File: src/rtl/floating_point_sign_restore.sv
// Sign-restoration stage for the odd-symmetric (tanh) PWL path: queues operand signs in
// issue order and re-applies each one to the matching PWL result f(|x|).
module floating_point_sign_restore #(
    parameter int DATA_WIDTH = 5,
    parameter int DEPTH      = 4,
    parameter int ZERO_POS   = 1
) (
    input  logic                         clk,
    input  logic                         rst,
    input  logic                         in_valid,
    output logic                         in_ready,
    input  logic [DATA_WIDTH-1:0]        in_x,
    input  logic                         y_valid,
    output logic                         y_ready,
    input  logic [DATA_WIDTH-1:0]        y,
    output logic                         out_valid,
    input  logic                         out_ready,
    output logic [DATA_WIDTH-1:0]        out_y,
    output logic [$clog2(DEPTH):0]       count,
    output logic                         err
);
    localparam int PW = $clog2(DEPTH);
    localparam int CW = PW + 1;

    logic                  sign_mem [DEPTH];
    logic [PW-1:0]         wr_ptr_reg;
    logic [PW-1:0]         rd_ptr_reg;
    logic [CW-1:0]         count_reg;
    logic                  err_reg;
    logic                  out_valid_reg;
    logic [DATA_WIDTH-1:0] out_y_reg;

    logic                  full;
    logic                  empty;
    logic                  push;
    logic                  pop;
    logic                  pop_sign;
    logic [DATA_WIDTH-1:0] restored;

    assign full  = (count_reg == CW'(DEPTH));
    assign empty = (count_reg == '0);

    // Ready depends only on registered state, reset and out_ready, never on the valids.
    assign in_ready = !full && !rst;
    assign y_ready  = !empty && (!out_valid_reg || out_ready) && !rst;

    assign push     = in_valid && in_ready;
    assign pop      = y_valid && y_ready;
    assign pop_sign = sign_mem[rd_ptr_reg];

    generate
        if (ZERO_POS != 0) begin : g_zero_pos
            always_comb begin
                restored = {y[DATA_WIDTH-1] ^ pop_sign, y[DATA_WIDTH-2:0]};
                // A zero magnitude is forced to +0 so the result never carries -0.
                if (y[DATA_WIDTH-2:0] == '0) begin
                    restored = '0;
                end
            end
        end else begin : g_signed_zero
            assign restored = {y[DATA_WIDTH-1] ^ pop_sign, y[DATA_WIDTH-2:0]};
        end
    endgenerate

    always_ff @(posedge clk) begin
        if (push) begin
            sign_mem[wr_ptr_reg] <= in_x[DATA_WIDTH-1];
        end
    end

    always_ff @(posedge clk) begin
        if (rst) begin
            wr_ptr_reg    <= '0;
            rd_ptr_reg    <= '0;
            count_reg     <= '0;
            err_reg       <= 1'b0;
            out_valid_reg <= 1'b0;
            out_y_reg     <= '0;
        end else begin
            if (push) begin
                wr_ptr_reg <= wr_ptr_reg + PW'(1);
            end
            if (pop) begin
                rd_ptr_reg <= rd_ptr_reg + PW'(1);
            end
            if (push && !pop) begin
                count_reg <= count_reg + CW'(1);
            end else if (pop && !push) begin
                count_reg <= count_reg - CW'(1);
            end
            if (y_valid && empty) begin
                err_reg <= 1'b1;
            end
            if (pop) begin
                out_y_reg     <= restored;
                out_valid_reg <= 1'b1;
            end else if (out_valid_reg && out_ready) begin
                out_valid_reg <= 1'b0;
            end
        end
    end

    assign out_valid = out_valid_reg;
    assign out_y     = out_y_reg;
    assign count     = count_reg;
    assign err       = err_reg;
endmodule

File: config.mk
export PLATFORM = sky130hd
export DESIGN_NAME = floating_point_sign_restore
export DESIGN_NICKNAME = d
export VERILOG_FILES = /design/src/rtl/floating_point_sign_restore.sv
export SDC_FILE = /design/constraint.sdc
export NUM_CORES = 1
export LEC_CHECK = 0
export BUFFER_PORTS_ARGS = -buffer_cell sky130_fd_sc_hd__buf_2
export CAP_MARGIN = 0
export CELL_PAD_IN_SITES_DETAIL_PLACEMENT = 2
export CELL_PAD_IN_SITES_GLOBAL_PLACEMENT = 2
export CORE_UTILIZATION = 29
export CTS_BUF_LIST = sky130_fd_sc_hd__clkbuf_2
export DETAILED_ROUTE_END_ITERATION = 16
export PLACE_DENSITY = 0.78
export SETUP_SLACK_MARGIN = 0.02
export SYNTH_ARGS = -nofsm -noshare
export SYNTH_HDL_FRONTEND = slang
export SYNTH_SLANG_ARGS = --single-unit
File: constraint.sdc
create_clock -name clk -period 2.55 [get_ports clk]
set_clock_uncertainty 0.15 [all_clocks]
set_input_delay 0.3825 -clock clk [delete_from_list [all_inputs] [get_ports clk]]
set_output_delay 0.3825 -clock clk [all_outputs]
set_load 0.01 [all_outputs]
==> flow_summary_export.csv <==
group,metric,value,unit
synthesis,yosysTopAreaCell,"dfxtp_1",
final_layout,final_core_util,39.0,%
detailed_routing,wl_met2,1.15,mm
die,start_util,31.5,%
timing,timing.hold.ws,0.120,ns
min_path,whs_endpoint,"sign_mem[1]",
timing,final.period_utilization,92.9,%
clock_network,htree_levels,1,
die,fp.dieW,57.5,um
setup_path,reg2reg_from,"count[0]",
synthesis,synthFlopType,"dfxtp_1",
final_layout,final_layout_size_suffix_gt1_share,40.4,%
synthesis,synth_seq_cells,20,
detailed_routing,via_count,678,
final_layout,instances_no_fill,140,
timing,rsz0062_at_grt,"no",
power,ir_worst_vdd,0.296,mV
power,p_per_area,837,nW/um^2
job,drv_cap,0,
die,die_h,57.5,um
clock_network,clkSinkCount,20,
detailed_routing,vias_per_cell,4.84,
power,power_leakage,0.482,nW
clock_network,cts_hold_buffers,0,
grt,overflow,0,
synthesis,synth_fa_ha_area_share,9.26,%
detailed_routing,drt_iter0_markers,14,
setup_path,arrival,2.47,ns
timing,slew_viol_final,0,
die,core,2830,sq um
place,place_hpwl,1.65,mm
timing,finalHoldViolCount,0,
outcome,status,"finished with violations",
synthesis,synthCells,80,
synthesis,syn_area_per_cell,11.2,sq um
synthesis,synth_top_family_by_area,"simple AND/OR/NAND/NOR gates",
detailed_routing,firstDrtPassIters,10,
detailed_routing,wl_met3,82,um
timing,finalWorstPathRequiredPeriod,2.37,ns
synthesis,syn_nets,101,
final_layout,diodes,0,
clock_network,cts_buffers,3,
timing,timing.slew.headroom,76.1,%
detailed_routing,wl_met1,769,um
synthesis,synth_compound_area_share,7.99,%
setup_path,worstSetupPathType,"reg2reg",
grt,grt_pass1_wl,3.31,mm
synthesis,synth-xor-area-share,4.91,%
power,p_seq_share,47.1,%
power,switching_share,35.8,%
die,rows,19,
detailed_routing,antenna_left,0,
grt,grt_max_degree,13,
min_path,min_from,"in_x[4]",
clock_network,clock_path_buffers,2,
synthesis,synthMuxAreaShare,8.13,%
final_layout,design_area,1100,sq um
power,total_power,923,uW
timing,tightest_slew,0.355,ns
clock_network,cts_tree,"yes",
clock_network,clk_pin_slew,0.20,ns
detailed_routing,dr.max_layer_used,"met4",
detailed_routing,post_drt_wl_per_cell,14.6,um
setup_path,reg2reg_to,"count[2]",
detailed_routing,drt_wl_total,2.04,mm
grt,antenna_found_initial,0,
setup_path,end_kind,"register",
timing,max_freq,422,MHz
grt,grt_pass1_vias,737,
setup_path,r2r_cells,9,
final_layout,nets,131,
die,die-area,3300,sq um
setup_path,cp_cell_sequence,"nor3_4 -> nor4b_2 -> inv_2 -> ha_2 -> inv_1 -> fa_1 -> xor2_1 -> or3_2 -> a21oi_1",
synthesis,syn-cell-area,892,sq um
synthesis,ys_seq_area_share,49.4,%
min_path,hold_class,"in2reg",
min_path,hold_depth,1,
die,ios,27,
timing,setup_viol,0,
power,clkPwrFrac,14.4,%
synthesis,synth_cell_types,29,
synthesis,synth-simple-area-share,16.1,%
place,gp_congestion,0.665,
setup_path,cpMaxStageDelayCell,"or3_2",
power,p_switching,330,uW
clock_network,root_buffer,"clkbuf_2",
final_layout,area_growth,23.7,%
place,dpl_worst_slack,0.0707,ns
outcome,violations,"DRC",
setup_path,start_kind,"register",
grt,track_usage,14.0,%
place,io_buffers,22,
synthesis,yosysTopAreaCellShare,35.9,%
setup_path,max_stage_delay,0.41,ns
detailed_routing,drc,4,
power,combinationalPowerShare,38.5,%
place,placed_cells,134,
synthesis,ys_warn_count,0,
setup_path,reg2reg_setup_slack,0.18,ns
clock_network,clk_latency,0.32,ns
synthesis,synth-async-reset-ratio,0,%
setup_path,path_max_fanout,4,
synthesis,yosys-top-cells-area,"dfxtp_1 (36%), edfxtp_1 (13%), ha_1 (7.0%)",
power,internal_power,593,uW
synthesis,synth-edff-count,4,
setup_path,cp.required,2.65,ns
timing,setup_ws,0.181,ns
final_layout,largest_reg_flops,5,
timing,tns,0,ns
place,placed_cell_area,1050,sq um
## worst max-delay path: cells and delay by family, from the launching register on
kind                     cells  cell delay (ns)
AO/OA/AOI/OAI                1             0.15
XOR/XNOR                     1             0.16
adder cells (fa/ha/maj)      2             0.58
buffers and inverters        2             0.14
flip-flops                   1             0.40
AND/OR/NAND/NOR              3             0.73
## synth_stat cells (2+ instances only)
library cell  number
dfxtp_1           16
mux2i_1            5
nor2_1            13
clkbuf_1           2
edfxtp_1           4
xor2_1             2
inv_1              4
xnor2_1            3
a21oi_1            4
and2_1             4
ha_1               5
## logic make-up after synthesis
kind of cell	count (synthesis)
xor+xnor	5
compound gates	9
buf+inv	8
mux	6
simple gates	26
flops	20
fa+ha+maj	6
## how the worst max path moves through the flow
stage,to,startpoint,cells past startpoint
global placement,count[2],count[0],8
global route,count[2],count[2],9
CTS,count[2],count[1],8
finish,count[2],count[0],9
detailed placement,count[2],count[1],9
floorplan,count[2],count[0],8
## power groups by stage
stage | Clock, mW | Sequential [mW] | Combinational (mW)
2_1_floorplan | 0 | 0.444 | 0.201
3_5_place_dp | 0 | 0.437 | 0.325
5_1_grt | 0.153 | 0.442 | 0.399
3_3_place_gp | 0 | 0.430 | 0.298
4_1_cts | 0.142 | 0.430 | 0.328
6_report | 0.133 | 0.434 | 0.356
## placed cells by master, fill, tap and decap left out, types with 2 or more instances in the layout
| master | instances |
|---|---|
| dfxtp_1 | 13 |
| inv_1 | 4 |
| buf_4 | 6 |
| dfxtp_4 | 2 |
| ha_1 | 4 |
| xnor2_1 | 3 |
| mux2i_1 | 5 |
| edfxtp_1 | 4 |
| a21oi_1 | 4 |
| buf_2 | 22 |
| nor2_1 | 13 |
| and2_1 | 4 |
| xor2_1 | 2 |
| clkbuf_2 | 3 |
## timing repair
action,in CTS,in global routing
resized for setup,0,7
setup buffers,0,2
setup endpoints to repair,0,1
## per-layer routing
metal,track usage [%],up-vias
met3,4.31,4
met4,7.32,0
met2,26.7,15
met5,0,-
met1,13.1,332
li1,-,327
## cell type report
type | count | area, sq um
Clock buffer | 3 | 15.0
Clock inverter | 1 | 3.75
Fill cell | 320 | 1730
Inverter | 5 | 18.8
Multi-Input combinational cell | 52 | 423
Sequential cell | 20 | 449
Tap cell | 31 | 38.8
Timing Repair Buffer | 28 | 155
No activity file was read; power rests on OpenSTA's default activity.
